### config.mk
export PLATFORM = sky130hd
export DESIGN_NAME = matrix_stream_tx_flat
export DESIGN_NICKNAME = d
export VERILOG_FILES = /design/src/rtl/matrix_stream_tx_if.sv /design/src/rtl/matrix_stream_tx.sv /design/src/flat_wrapper.sv
export SDC_FILE = /design/constraint.sdc
export NUM_CORES = 1
export LEC_CHECK = 0
export BUFFER_PORTS_ARGS = -buffer_cell sky130_fd_sc_hd__buf_2
export CAP_MARGIN = 15
export CORE_ASPECT_RATIO = 0.8
export CORE_MARGIN = 2
export CORE_UTILIZATION = 59
export DETAILED_ROUTE_END_ITERATION = 6
export PLACE_DENSITY = 0.84
export SLEW_MARGIN = 20
export SYNTH_ARGS = -nofsm -noshare
export SYNTH_HDL_FRONTEND = slang
export SYNTH_SLANG_ARGS = --single-unit
### constraint.sdc
create_clock -name clk -period 4.5 [get_ports clk]
set_clock_uncertainty 0.2 [all_clocks]
set_input_delay 1.35 -clock clk [delete_from_list [all_inputs] [get_ports clk]]
set_output_delay 1.35 -clock clk [all_outputs]
set_load 0.1 [all_outputs]
### src/rtl/matrix_stream_tx_if.sv
// Element stream carried from matrix_stream_tx to a narrow consumer.
// The beat fields are valid while out_valid is high; a beat transfers when out_ready is also high.
interface matrix_stream_tx_if #(
  parameter int bitlength = 8,
  parameter int H = 7,
  parameter int W = 7
);
  localparam int RW = (H > 1) ? $clog2(H) : 1;
  localparam int CW = (W > 1) ? $clog2(W) : 1;

  logic                 out_valid;
  logic                 out_ready;
  logic [bitlength-1:0] out_data;
  logic [RW-1:0]        out_row;
  logic [CW-1:0]        out_col;
  logic                 out_last;

  modport master (
    output out_valid, out_data, out_row, out_col, out_last,
    input  out_ready
  );

  modport slave (
    input  out_valid, out_data, out_row, out_col, out_last,
    output out_ready
  );
endinterface

### src/rtl/matrix_stream_tx.sv
// Captures a packed H x W matrix and streams it row-major, one element per handshake.
// done pulses for one cycle after the final beat is accepted.
module matrix_stream_tx #(
  parameter int bitlength = 8,
  parameter int H = 7,
  parameter int W = 7,
  localparam int RW = (H > 1) ? $clog2(H) : 1,
  localparam int CW = (W > 1) ? $clog2(W) : 1
) (
  input  logic                       clk,
  input  logic                       rst_n,
  input  logic                       load,
  input  logic [H*W*bitlength-1:0]   mat_in,
  output logic                       busy,
  output logic                       done,
  matrix_stream_tx_if.master         stream
);
  localparam int N  = H * W;
  localparam int IW = (N > 1) ? $clog2(N) : 1;
  localparam logic [RW-1:0] ROW_END = RW'(H - 1);
  localparam logic [CW-1:0] COL_END = CW'(W - 1);

  typedef enum logic {IDLE, STREAM} state_t;

  state_t                   state, state_next;
  logic [N*bitlength-1:0]   mat_q;
  logic [IW-1:0]            idx_q, idx_next;
  logic [RW-1:0]            row_q, row_next;
  logic [CW-1:0]            col_q, col_next;
  logic [bitlength-1:0]     data_q;
  logic                     last_q;
  logic                     done_q;
  logic                     start, fire, fire_last;

  always_ff @(posedge clk or negedge rst_n) begin
    if (!rst_n) state <= IDLE;
    else        state <= state_next;
  end

  // load is only honoured from IDLE, so a load coincident with the last beat is dropped
  always_comb begin
    state_next = state;
    start      = 1'b0;
    fire       = 1'b0;
    fire_last  = 1'b0;
    case (state)
      IDLE: begin
        if (load) begin
          start      = 1'b1;
          state_next = STREAM;
        end
      end
      STREAM: begin
        if (stream.out_ready) begin
          fire = 1'b1;
          if (last_q) begin
            fire_last  = 1'b1;
            state_next = IDLE;
          end
        end
      end
      default: state_next = IDLE;
    endcase
  end

  // Flat index tracks row*W+col so the next element is selected without a multiplier on row
  always_comb begin
    idx_next = idx_q + 1'b1;
    row_next = row_q;
    col_next = col_q + 1'b1;
    if (col_q == COL_END) begin
      col_next = '0;
      row_next = row_q + 1'b1;
    end
  end

  always_ff @(posedge clk or negedge rst_n) begin
    if (!rst_n) begin
      mat_q  <= '0;
      idx_q  <= '0;
      row_q  <= '0;
      col_q  <= '0;
      data_q <= '0;
      last_q <= 1'b0;
      done_q <= 1'b0;
    end else begin
      done_q <= fire_last;
      if (start) begin
        mat_q  <= mat_in;
        idx_q  <= '0;
        row_q  <= '0;
        col_q  <= '0;
        data_q <= mat_in[bitlength-1:0];
        last_q <= (N == 1);
      end else if (fire_last) begin
        idx_q  <= '0;
        row_q  <= '0;
        col_q  <= '0;
        data_q <= '0;
        last_q <= 1'b0;
      end else if (fire) begin
        idx_q  <= idx_next;
        row_q  <= row_next;
        col_q  <= col_next;
        data_q <= mat_q[idx_next*bitlength +: bitlength];
        last_q <= (row_next == ROW_END) && (col_next == COL_END);
      end
    end
  end

  assign busy             = (state == STREAM);
  assign done             = done_q;
  assign stream.out_valid = (state == STREAM);
  assign stream.out_data  = data_q;
  assign stream.out_row   = row_q;
  assign stream.out_col   = col_q;
  assign stream.out_last  = last_q;
endmodule
### src/flat_wrapper.sv
// flat-port wrapper written by rule: the top's interface ports become plain ports
module matrix_stream_tx_flat 
#(
  parameter int bitlength = 8,
  parameter int H = 7,
  parameter int W = 7,
  localparam int RW = (H > 1) ? $clog2(H) : 1,
  localparam int CW = (W > 1) ? $clog2(W) : 1
)
  (clk, rst_n, load, mat_in, busy, done, stream_out_valid, stream_out_data, stream_out_row, stream_out_col, stream_out_last, stream_out_ready);
  matrix_stream_tx_if #(.bitlength(bitlength), .H(H), .W(W)) stream_i ();
  input  logic clk;
  input  logic rst_n;
  input  logic load;
  input  logic [H*W*bitlength-1:0] mat_in;
  output logic busy;
  output logic done;
  output wire logic [$bits(stream_i.out_valid)-1:0] stream_out_valid;
  output wire logic [$bits(stream_i.out_data)-1:0] stream_out_data;
  output wire logic [$bits(stream_i.out_row)-1:0] stream_out_row;
  output wire logic [$bits(stream_i.out_col)-1:0] stream_out_col;
  output wire logic [$bits(stream_i.out_last)-1:0] stream_out_last;
  input wire logic [$bits(stream_i.out_ready)-1:0] stream_out_ready;
  assign stream_out_valid = stream_i.out_valid;
  assign stream_out_data = stream_i.out_data;
  assign stream_out_row = stream_i.out_row;
  assign stream_out_col = stream_i.out_col;
  assign stream_out_last = stream_i.out_last;
  assign stream_i.out_ready = stream_out_ready;
  matrix_stream_tx #(.bitlength(bitlength), .H(H), .W(W)) u_core (.clk(clk), .rst_n(rst_n), .load(load), .mat_in(mat_in), .busy(busy), .done(done), .stream(stream_i));
endmodule
After elaboration in Yosys (flattened, before gate mapping)
Cells that the tools add are included.
Word-level totals
  output and inout port bits: 18
  word-level logic and storage cells: 45
  flip-flop bits (word level): 415
  input port bits: 396
Operators by class
  bitwise gates (word level): 1
  muxes and demuxes: 27
  eq/ne operators: 3
  shift-type cells: 1
  $add $sub $neg: 3
  reduce and logical (&&, ||, !) cells: 2
Operators by type and width (count)
  variable part select 392 x 10 -> 8 bit: 1
  2-to-1 mux 3 bit: 8
  2-to-1 mux 8 bit: 3
  2-to-1 mux 6 bit: 3
  2-to-1 mux 1 bit: 12
  equality test 3 bit, second input constant: 3
  adder 3 x 1 -> 3 bit, second input constant: 2
  adder 6 x 1 -> 6 bit, second input constant: 1
  nonzero test 3 bit: 1
  case mux 1 bit (2 select lines): 1
  logical AND 1 bit: 1
  inverter 1 bit: 1

Depth between registers and ports, before layout
Gate-level depths: netlist (run 1).
  word-level depth: 7
  gate-level depth with buffers: 10
  gate-level depth less buffers: 7

Worst setup path before layout (run 1)
Ideal clock, no wire load.
  path type: input port to flip-flop
  start point: in load
  end point: reg u_core.mat_q[211]
  arrival time: 2.860 ns
  buffers on the path: 4
  required time: 4.175 ns
  stages on the path: 6
  slack: 1.316 ns
  setup time: 0.125 ns
  path through: nor2b_1 clkbuf_1 clkbuf_1 clkbuf_1 clkbuf_1 mux2_2
Between the ends
  longest elaborated chain between the ends: 2
Ends and longest elaborated chain
  start: declaration: RTL line flat_wrapper.sv:14  | input logic load;
  2-to-1 mux 1 bit: RTL line matrix_stream_tx.sv:48  | if (load) begin
  2-to-1 mux 1 bit: RTL line matrix_stream_tx.sv:46  | case (state)
  end signal: assignment: RTL line matrix_stream_tx.sv:89  | mat_q <= mat_in;
  end: declaration: RTL line matrix_stream_tx.sv:26  | logic [N*bitlength-1:0] mat_q;
Every way passes these cells.
A chain may end at the register's enable or synchronous reset.

Worst setup path after layout (run 1)
  start point: reg u_core.idx_q[2]
  end point: reg u_core.data_q[3], in the netlist u_core.stream.out_data[3]
Between the ends
  longest elaborated chain between the ends: 5
Ends and longest elaborated chain
  start: declaration: RTL line matrix_stream_tx.sv:27  | logic [IW-1:0] idx_q, idx_next;
  start signal: assignment: RTL line matrix_stream_tx.sv:102  | idx_q <= idx_next;
  adder 6 x 1 -> 6 bit: RTL line matrix_stream_tx.sv:68  | idx_next = idx_q + 1'b1;
  variable part select 392 x 10 -> 8 bit: RTL line matrix_stream_tx.sv:105  | data_q <= mat_q[idx_next*bitlength +: bitlength];
  2-to-1 mux 8 bit: RTL line matrix_stream_tx.sv:101  | end else if (fire) begin
  2-to-1 mux 8 bit: RTL line matrix_stream_tx.sv:95  | end else if (fire_last) begin
  2-to-1 mux 8 bit: RTL line matrix_stream_tx.sv:88  | if (start) begin
  end signal: assignment: RTL line matrix_stream_tx.sv:93  | data_q <= mat_in[bitlength-1:0];
  end signal: assignment: RTL line matrix_stream_tx.sv:105
  end: declaration: RTL line matrix_stream_tx.sv:30  | logic [bitlength-1:0] data_q;
Every way passes these cells. The select of a mux whose other input is x is not followed.

==> impl_metrics.toml, run 1 <==
[outcome]
status = "complete, no violations"

[die]
die_w_um = 204
core_area_mm2 = 0.0314
design.die.area_mm2 = 0.0333
rows = 58
die_h_um = 164
ioPinCount = 414
start_util_pct = 59.9

[timing]
rsz0062_at_grt = "false"
fin_crit_sh_pct = 71.5
whs_ps = 302
fmax_ghz = 0.311
setup-violations-final = 0
hold_viol = 0
maxSlewViolCount = 0
worstMarginPinSlew_ps = 954
relSlewSlack_pct = 36.1
fin_setup_tns_ps = 0
post-route-min-period_ps = 3220
worst_slack_ps = 1280

[pwr]
leakage_nw = 10.4
clkPwrFrac_pct = 29.9
power.switching_mw = 3.83
internal-power_mw = 7.68
peakVddDrop_mv = 0.310
pwr_density_cell_mw_per_mm2 = 505
swShare_pct = 33.3
seqPwrFrac_pct = 39.5
combPwrFrac_pct = 30.6

[logic_synthesis]
synth_top_family_by_area = "multiplexers"
yosys.area_share.simple_pct = 3.44
syn-num-nets = 1607
synthAdderAreaFrac_pct = 0.133
synth-compound-area-share_pct = 2.36
postSynthAreaPerCell_um2 = 15.6
yosysUniqueCellTypes = 51
ys_ff_latch = 415
synth_edf_count = 0
yosysWarningCount = 0
syn_area_mm2 = 0.0188
muxShareOfSynthArea_pct = 36.0
syn_inst = 1209
synth_xor_area_share_pct = 0.472
async_flop_share_pct = 100
ys_seq_area_share_pct = 55.2
ys.flop_type = "dfrtp_1"

[grt]
grt_max_degree = 117
met2_usage_pct = 47.4
use_met3_pct = 7.70
antenna_found_initial = 29
grt_pass1_wl_mm = 77.2
track_usage_pct = 31.0
overflow = 0
grt.busiest_layer = "met2"
grt_use_met1_pct = 44.1
grt_pass1_vias = 13100

[final_layout]
final_core_util_pct = 72.6
nets = 2003
final_cell_mix = "414 x dfrtp_1, 412 x buf_2, 392 x mux2_2"
layout_commonest_cell = "dfrtp_1"
stdcell_area_mm2 = 0.0228
syn_to_final_growth_pct = 21.2
drive_gt1_share_pct = 62.1

[route]
vias = 12400
drc = 0
wl_per_cell_um = 24.4
ant_nets = 0
drtPass1Iterations = 6
drt-total-wl_mm = 50.7
drtIter0Drc = 893
vias_per_cell = 5.95

[setup_path]
startpoint = "u_core.idx_q[2]$_DFFE_PN0P_"
r2r_start = "u_core.idx_q[2]$_DFFE_PN0P_"
worstSetupEndpoint = "u_core.stream.out_data[3]$_DFFE_PN0P_"
reg2reg_depth = 6
worstPathMaxFanout = 23
worst_setup_path_start_kind = "register"
critPathCaptureType = "register"
worstPathCellList = "nand3_1, xor2_4, a21oi_1, a31oi_1, a211oi_1, or4_1"
worstReg2RegEnd = "u_core.stream.out_data[3]$_DFFE_PN0P_"
worst-path-buf-inv = 0
slowest_delay_ps = 770
cp.depth = 6
critPathTopFamily = "simple AND/OR/NAND/NOR gates"
rrSetupSlack_ps = 1280
critPathArrivalTime_ps = 3430
critPathSlowestCell = "xor2_4"
required_ps = 4720
crit_type = "reg2reg"

[placed_design]
dpl_cell_area_mm2 = 0.0214
place.gp.congestion = 0.867
dp_slack_ps = 1290
numPortBuffers = 413
detailed_place_hpwl_mm = 36.8

[cts]
clk_pin_slew_ps = 70
cts.sinks = 415
tritoncts = "built"
cts_resized = 0
cts_buffer_depth = 3
cts_made_buffers = 41
root_buffer = "clkbuf_16"
insertion_delay_ps = 550
hold_buffers = 0
htree_num_levels = 2
post_cts_buffers = 0

[flow_run]
maxCapViolCount = 0

[worst_hold_path]
hold_depth = 1
hold_class = "reg2reg"
cells in the mapped netlist, drive strengths merged, types with 6 or more instances:
cell type	count	area, um2
mux2	392	4410
nand4	7	43.8
nand3	16	80.1
mux2i	7	70.1
nor2	10	37.5
clkbuf	37	139
nand2	73	277
o21ai	11	55.1
buf	50	304
a21oi	9	45.0
a222oi	6	60.1
dfrtp	415	10400
mux4	101	2290
worst min-delay path by stage:
stage	slack [ps]	end	from
after global routing	310	u_core.mat_q[312]$_DFFE_PN0P_	u_core.mat_q[312]$_DFFE_PN0P_
after detailed placement	290	u_core.mat_q[82]$_DFFE_PN0P_	u_core.mat_q[82]$_DFFE_PN0P_
after floorplan	260	u_core.idx_q[5]$_DFFE_PN0P_	u_core.idx_q[5]$_DFFE_PN0P_
after CTS	300	u_core.mat_q[25]$_DFFE_PN0P_	u_core.mat_q[25]$_DFFE_PN0P_
after global placement	280	u_core.mat_q[379]$_DFFE_PN0P_	u_core.mat_q[379]$_DFFE_PN0P_
final	300	u_core.mat_q[126]$_DFFE_PN0P_	u_core.mat_q[126]$_DFFE_PN0P_
flip-flops by register name, indices dropped and copies added, names as in the netlist:
register	flops
u_core.stream.out_col	3
u_core.idx_q	6
u_core.mat_q	392
u_core.stream.out_row	3
u_core.busy	1
u_core.done	1
u_core.stream.out_data	8
u_core.stream.out_last	1
logic make-up after synthesis:
| logic type | Yosys count |
|---|---|
| muxes | 500 |
| DFF | 415 |
| and+or+nand+nor | 135 |
| buffers and inverters | 89 |
| AOI/OAI and AO/OA | 60 |
| xor gates and xnor gates | 8 |
| adders and majority gates | 2 |
power by group through the flow:
stage / Clock (mW) / Combinational (mW) / Sequential (mW)
after floorplan: 0 / 2.00 / 4.80
after global placement: 0 / 3.44 / 4.56
after detailed placement: 0 / 3.50 / 4.60
after CTS: 3.49 / 3.53 / 4.53
after global routing: 3.66 / 3.71 / 4.60
final: 3.44 / 3.53 / 4.54
area by class of cell:
class | instances | area (um2)
diodes | 24 | 60.1
clock buffers | 57 | 1200
clock inverters | 18 | 159
fillers | 2029 | 8620
inverters | 2 | 7.51
multi-input cells | 705 | 8050
flip-flops and latches | 415 | 10400
well taps | 420 | 526
repair buffers | 440 | 2420
layer usage:
layer	up-vias	wire, um	part of all wire (%)
met1	6448	21600	43
met5	-	72	0.14
li1	5347	-	-
met2	467	23800	47
met3	105	3680	7.3
met4	12	1510	3.0
per-stage QoR:
stage               total power, mW  instances
global placement               8.00       1982
CTS                            11.5       2057
detailed placement             8.10       1982
finish                         11.5       2081
floorplan                      6.80       1209
global route                   12.0       2076
(Power assumes the default switching activity.)
==> run 2, diff against run 1 <==
Settings changed: CORE_UTILIZATION 59 to 55, PLACE_DENSITY 0.84 to 0.79.
Clock period 4.5 ns to 3.2 ns, I/O delays scaled along.
==> run 2 against run 1 <==
Compared with the run above: power is 45% higher; wire length is 2.5% higher; die area is 7.1% higher; sequential power is 42% higher; largest cell class unchanged; largest power group unchanged; highest routed layer unchanged.
==> impl_metrics.toml, run 2 (synthesis gave the netlist of run 1 again) <==
[outcome]
status = "complete, no violations"

[setup_path]
rrSetupSlack_ps = 180
critPathArrivalTime_ps = 3230
worstPathMaxFanout = 28
worst_setup_path_start_kind = "register"
crit_type = "reg2reg"
critPathCaptureType = "register"
required_ps = 3410

[final_layout]
final_core_util_pct = 68.6
fill_cells = 2381
nets = 2021
layout.cells.non_filler = 2112
layout_commonest_cell = "dfrtp_1"
final_cell_mix = "414 x dfrtp_1, 412 x buf_2, 392 x mux2_2"
drive_gt1_share_pct = 62.5
largest-register = "u_core.mat_q"
largest_register_ffs = 392
syn_to_final_growth_pct = 22.7
stdcell_area_mm2 = 0.0231

[timing]
setup-violations-final = 0
post-route-min-period_ps = 3020
relSlewSlack_pct = 61.2
worst_slack_ps = 183
fin_crit_sh_pct = 94.3
hold_viol = 0
whs_ps = 148
fin_setup_tns_ps = 0
fmax_ghz = 0.331
maxSlewViolCount = 0
worstMarginPinSlew_ps = 579
rsz0062_at_grt = "false"

[grt]
grt_max_degree = 85
track_usage_pct = 29.5
antenna_found_initial = 32
overflow = 0
grt_pass1_vias = 13000
grt_pass1_wl_mm = 78.3

[route]
wl_met3_mm = 4.29
drc = 0
top_layer_used = "met5"
ant_nets = 0
drt-total-wl_mm = 52.0
vias = 12500
met2_length_mm = 23.8
wirelength_met1_mm = 22.4
drtPass1Iterations = 5
wl_per_cell_um = 24.6
vias_per_cell = 5.91
drtIter0Drc = 974

[flow_run]
maxCapViolCount = 0

[cts]
tritoncts = "built"
cts_made_buffers = 42
cts_buffer_depth = 3
insertion_delay_ps = 550
cts.sinks = 415
cts_resized = 0
htree_num_levels = 2
clk_pin_slew_ps = 70
post_cts_buffers = 0
hold_buffers = 0
root_buffer = "clkbuf_16"

[die]
core_area_mm2 = 0.0336
rows = 60
die_w_um = 211
start_util_pct = 55.9
die_h_um = 169
ioPinCount = 414
design.die.area_mm2 = 0.0357

[pwr]
leakage_nw = 10.5
power.total_mw = 16.6
peakVddDrop_mv = 0.416
pwr_density_cell_mw_per_mm2 = 720

[placed_design]
place_inst = 2013
place.gp.congestion = 0.918
detailed_place_hpwl_mm = 38.7
numPortBuffers = 413
dpl_cell_area_mm2 = 0.0216
dp_slack_ps = 224

[worst_hold_path]
hold_class = "in2async"
## run 2: cell types whose count changed in the layout (fill, tap and decap cells not counted), sizes merged
cell	before	now
bufinv	2	7
clkinvlp	3	4
inv	5	4
clkinv	10	7
buf	440	457
clkbuf	57	53
diode	24	26
## run 2: path summary, 6_finish.rpt
path	start	to	cells after the start
setup / recovery	u_core.idx_q[0]$_DFFE_PN0P_	u_core.stream.out_data[3]$_DFFE_PN0P_	8
hold / removal	rst_n	u_core.mat_q[132]$_DFFE_PN0P_	1
setup reg to reg	u_core.idx_q[0]$_DFFE_PN0P_	u_core.stream.out_data[3]$_DFFE_PN0P_	8
hold reg to reg	u_core.mat_q[382]$_DFFE_PN0P_	u_core.mat_q[382]$_DFFE_PN0P_	1
max in group asynchronous	rst_n	u_core.mat_q[50]$_DFFE_PN0P_	2
min in group clk	u_core.mat_q[382]$_DFFE_PN0P_	u_core.mat_q[382]$_DFFE_PN0P_	1
## run 2: cell type report
type,instances,area (um2),share of cell area (%)
Clock inverter,20,293,1.27
Timing Repair Buffer,457,2570,11.1
Clock buffer,53,1170,5.08
Tap cell,434,543,2.35
Multi-Input combinational cell,705,8050,34.9
Sequential cell,415,10400,45.0
Inverter,2,7.51,0.0325
Antenna cell,26,65.1,0.282
## run 2: power breakdown
group	leakage, nW	total, mW	switching (mW)	internal, mW
sequential	5.15	6.43	0.505	5.92
combinational	4.67	4.97	2.77	2.20
clock	0.714	5.23	2.07	3.16
total	10.5	16.6	5.35	11.3
## run 2: routing by layer
metal / up-vias / global-route usage [%]
li1: 5395 / -
met1: 6468 / 42.7
met2: 504 / 43.0
met3: 102 / 8.51
met4: 12 / 10.5
met5: - / 0
## run 2: worst max-delay path: stages (launching register included)
cell	delay [ps]
dfrtp_4	540
ha_4	460
buf_12	240
mux4_2	330
nand2_1	100
a21oi_1	100
a31oi_1	240
a211oi_1	110
or4_1	510
==> run 3, diff against run 2 <==
Settings changed: RECOVER_POWER set to 100.
==> run 3 against run 2 <==
Compared with the run above: the run now ends with max-capacitance violations, max-slew violations left; sequential cell count unchanged; cell count barely moved; combinational power barely moved; sequential share of layout area increased by 0.19 points; wire length rose by 0.11%; via count decreased by 0.43%.
==> impl_metrics.toml, run 3 (synthesis gave the netlist of run 1 again) <==
[final_layout]
layout_commonest_cell = "dfrtp_1"
largest_register_ffs = 392
final_core_util_pct = 68.4
layout.cells.non_filler = 2113
stdcell_area_mm2 = 0.0230
drive_gt1_share_pct = 61.8
syn_to_final_growth_pct = 22.2
final_cell_mix = "414 x dfrtp_1, 393 x buf_2, 391 x mux2_2"
largest-register = "u_core.mat_q"
nets = 2021

[timing]
hold_viol = 0
maxSlewViolCount = 50
setup-violations-final = 0
worstMarginPinSlew_ps = 1540
fin_crit_sh_pct = 94.5
whs_ps = 303
fmax_ghz = 0.331
relSlewSlack_pct = -2.69
rsz0062_at_grt = "false"
fin_setup_tns_ps = 0
post-route-min-period_ps = 3020
worst_slack_ps = 177

[route]
drtPass1Iterations = 7
drc = 0
ant_nets = 0
vias_per_cell = 5.88
vias = 12400
wl_per_cell_um = 24.6
drtIter0Drc = 1025
drt-total-wl_mm = 52.0

[cts]
cts_buffer_depth = 3
tritoncts = "built"
hold_buffers = 0
insertion_delay_ps = 550
htree_num_levels = 2
cts.sinks = 415
cts_resized = 0
clk_pin_slew_ps = 70
post_cts_buffers = 0
cts_made_buffers = 42
root_buffer = "clkbuf_16"

[die]
core_area_mm2 = 0.0336
die_w_um = 211
die_h_um = 169
start_util_pct = 55.9
ioPinCount = 414
rows = 60
design.die.area_mm2 = 0.0357

[outcome]
status = "finished with violations"
violations = "max-capacitance violations, max-slew violations"

[placed_design]
place.gp.congestion = 0.918
numPortBuffers = 413
place_inst = 2013
dpl_cell_area_mm2 = 0.0216
detailed_place_hpwl_mm = 38.7
dp_slack_ps = 224

[pwr]
leakage_nw = 10.5
peakVddDrop_mv = 0.415
power.total_mw = 16.6
pwr_density_cell_mw_per_mm2 = 722

[grt]
overflow = 0
grt_max_degree = 85
grt_pass1_vias = 13000
track_usage_pct = 29.5
grt_pass1_wl_mm = 78.3
antenna_found_initial = 32

[flow_run]
maxCapViolCount = 1

[setup_path]
worstPathMaxFanout = 28
worst_setup_path_start_kind = "register"
crit_type = "reg2reg"
critPathArrivalTime_ps = 3240
r2r_start = "u_core.idx_q[0]$_DFFE_PN0P_"
critPathCaptureType = "register"
required_ps = 3410
startpoint = "u_core.idx_q[0]$_DFFE_PN0P_"

[worst_hold_path]
hold_class = "reg2reg"
min_from = "u_core.mat_q[353]$_DFFE_PN0P_"
## run 3: path summary, 6_finish.rpt
check | cells after the start | slack [ps] | end
min | 1 | 300 | u_core.mat_q[353]$_DFFE_PN0P_
max reg2reg | 8 | 180 | u_core.stream.out_data[3]$_DFFE_PN0P_
max | 8 | 180 | u_core.stream.out_data[3]$_DFFE_PN0P_
max in group asynchronous | 2 | 480 | u_core.mat_q[298]$_DFFE_PN0P_
min in group asynchronous | 1 | 600 | u_core.mat_q[148]$_DFFE_PN0P_
min reg2reg | 1 | 300 | u_core.mat_q[353]$_DFFE_PN0P_
## run 3: cell type report
cell class	instances	area [um2]
timing repair buffer	457	2480
sequential	415	10400
clock inverter	20	293
fill	2399	10600
tap	434	543
clock buffer	53	1170
inverter	2	7.51
multi-input combinational	705	8040
antenna	27	67.6
## run 3: critical path, cell delays in order, from the launching register on
cell      delay (ps)
dfrtp_4          540
ha_4             460
buf_12           240
mux4_2           340
nand2_1          100
a21oi_1          100
a31oi_1          240
a211oi_1         110
or4_1            520
## run 3: where the power goes
group	switching [mW]	internal, mW	total, mW	leakage, nW
Clock	2.07	3.16	5.23	0.714
Combinational	2.76	2.19	4.94	4.60
Sequential	0.510	5.92	6.43	5.15
Total	5.34	11.3	16.6	10.5
## run 3: layer usage
metal / vias up / GRT usage (%) / wire length, um
met5: - / 0 / 72
met4: 10 / 10.5 / 1460
met3: 110 / 8.51 / 4550
met2: 517 / 43.0 / 23800
met1: 6394 / 42.7 / 22200
li1: 5396 / - / -
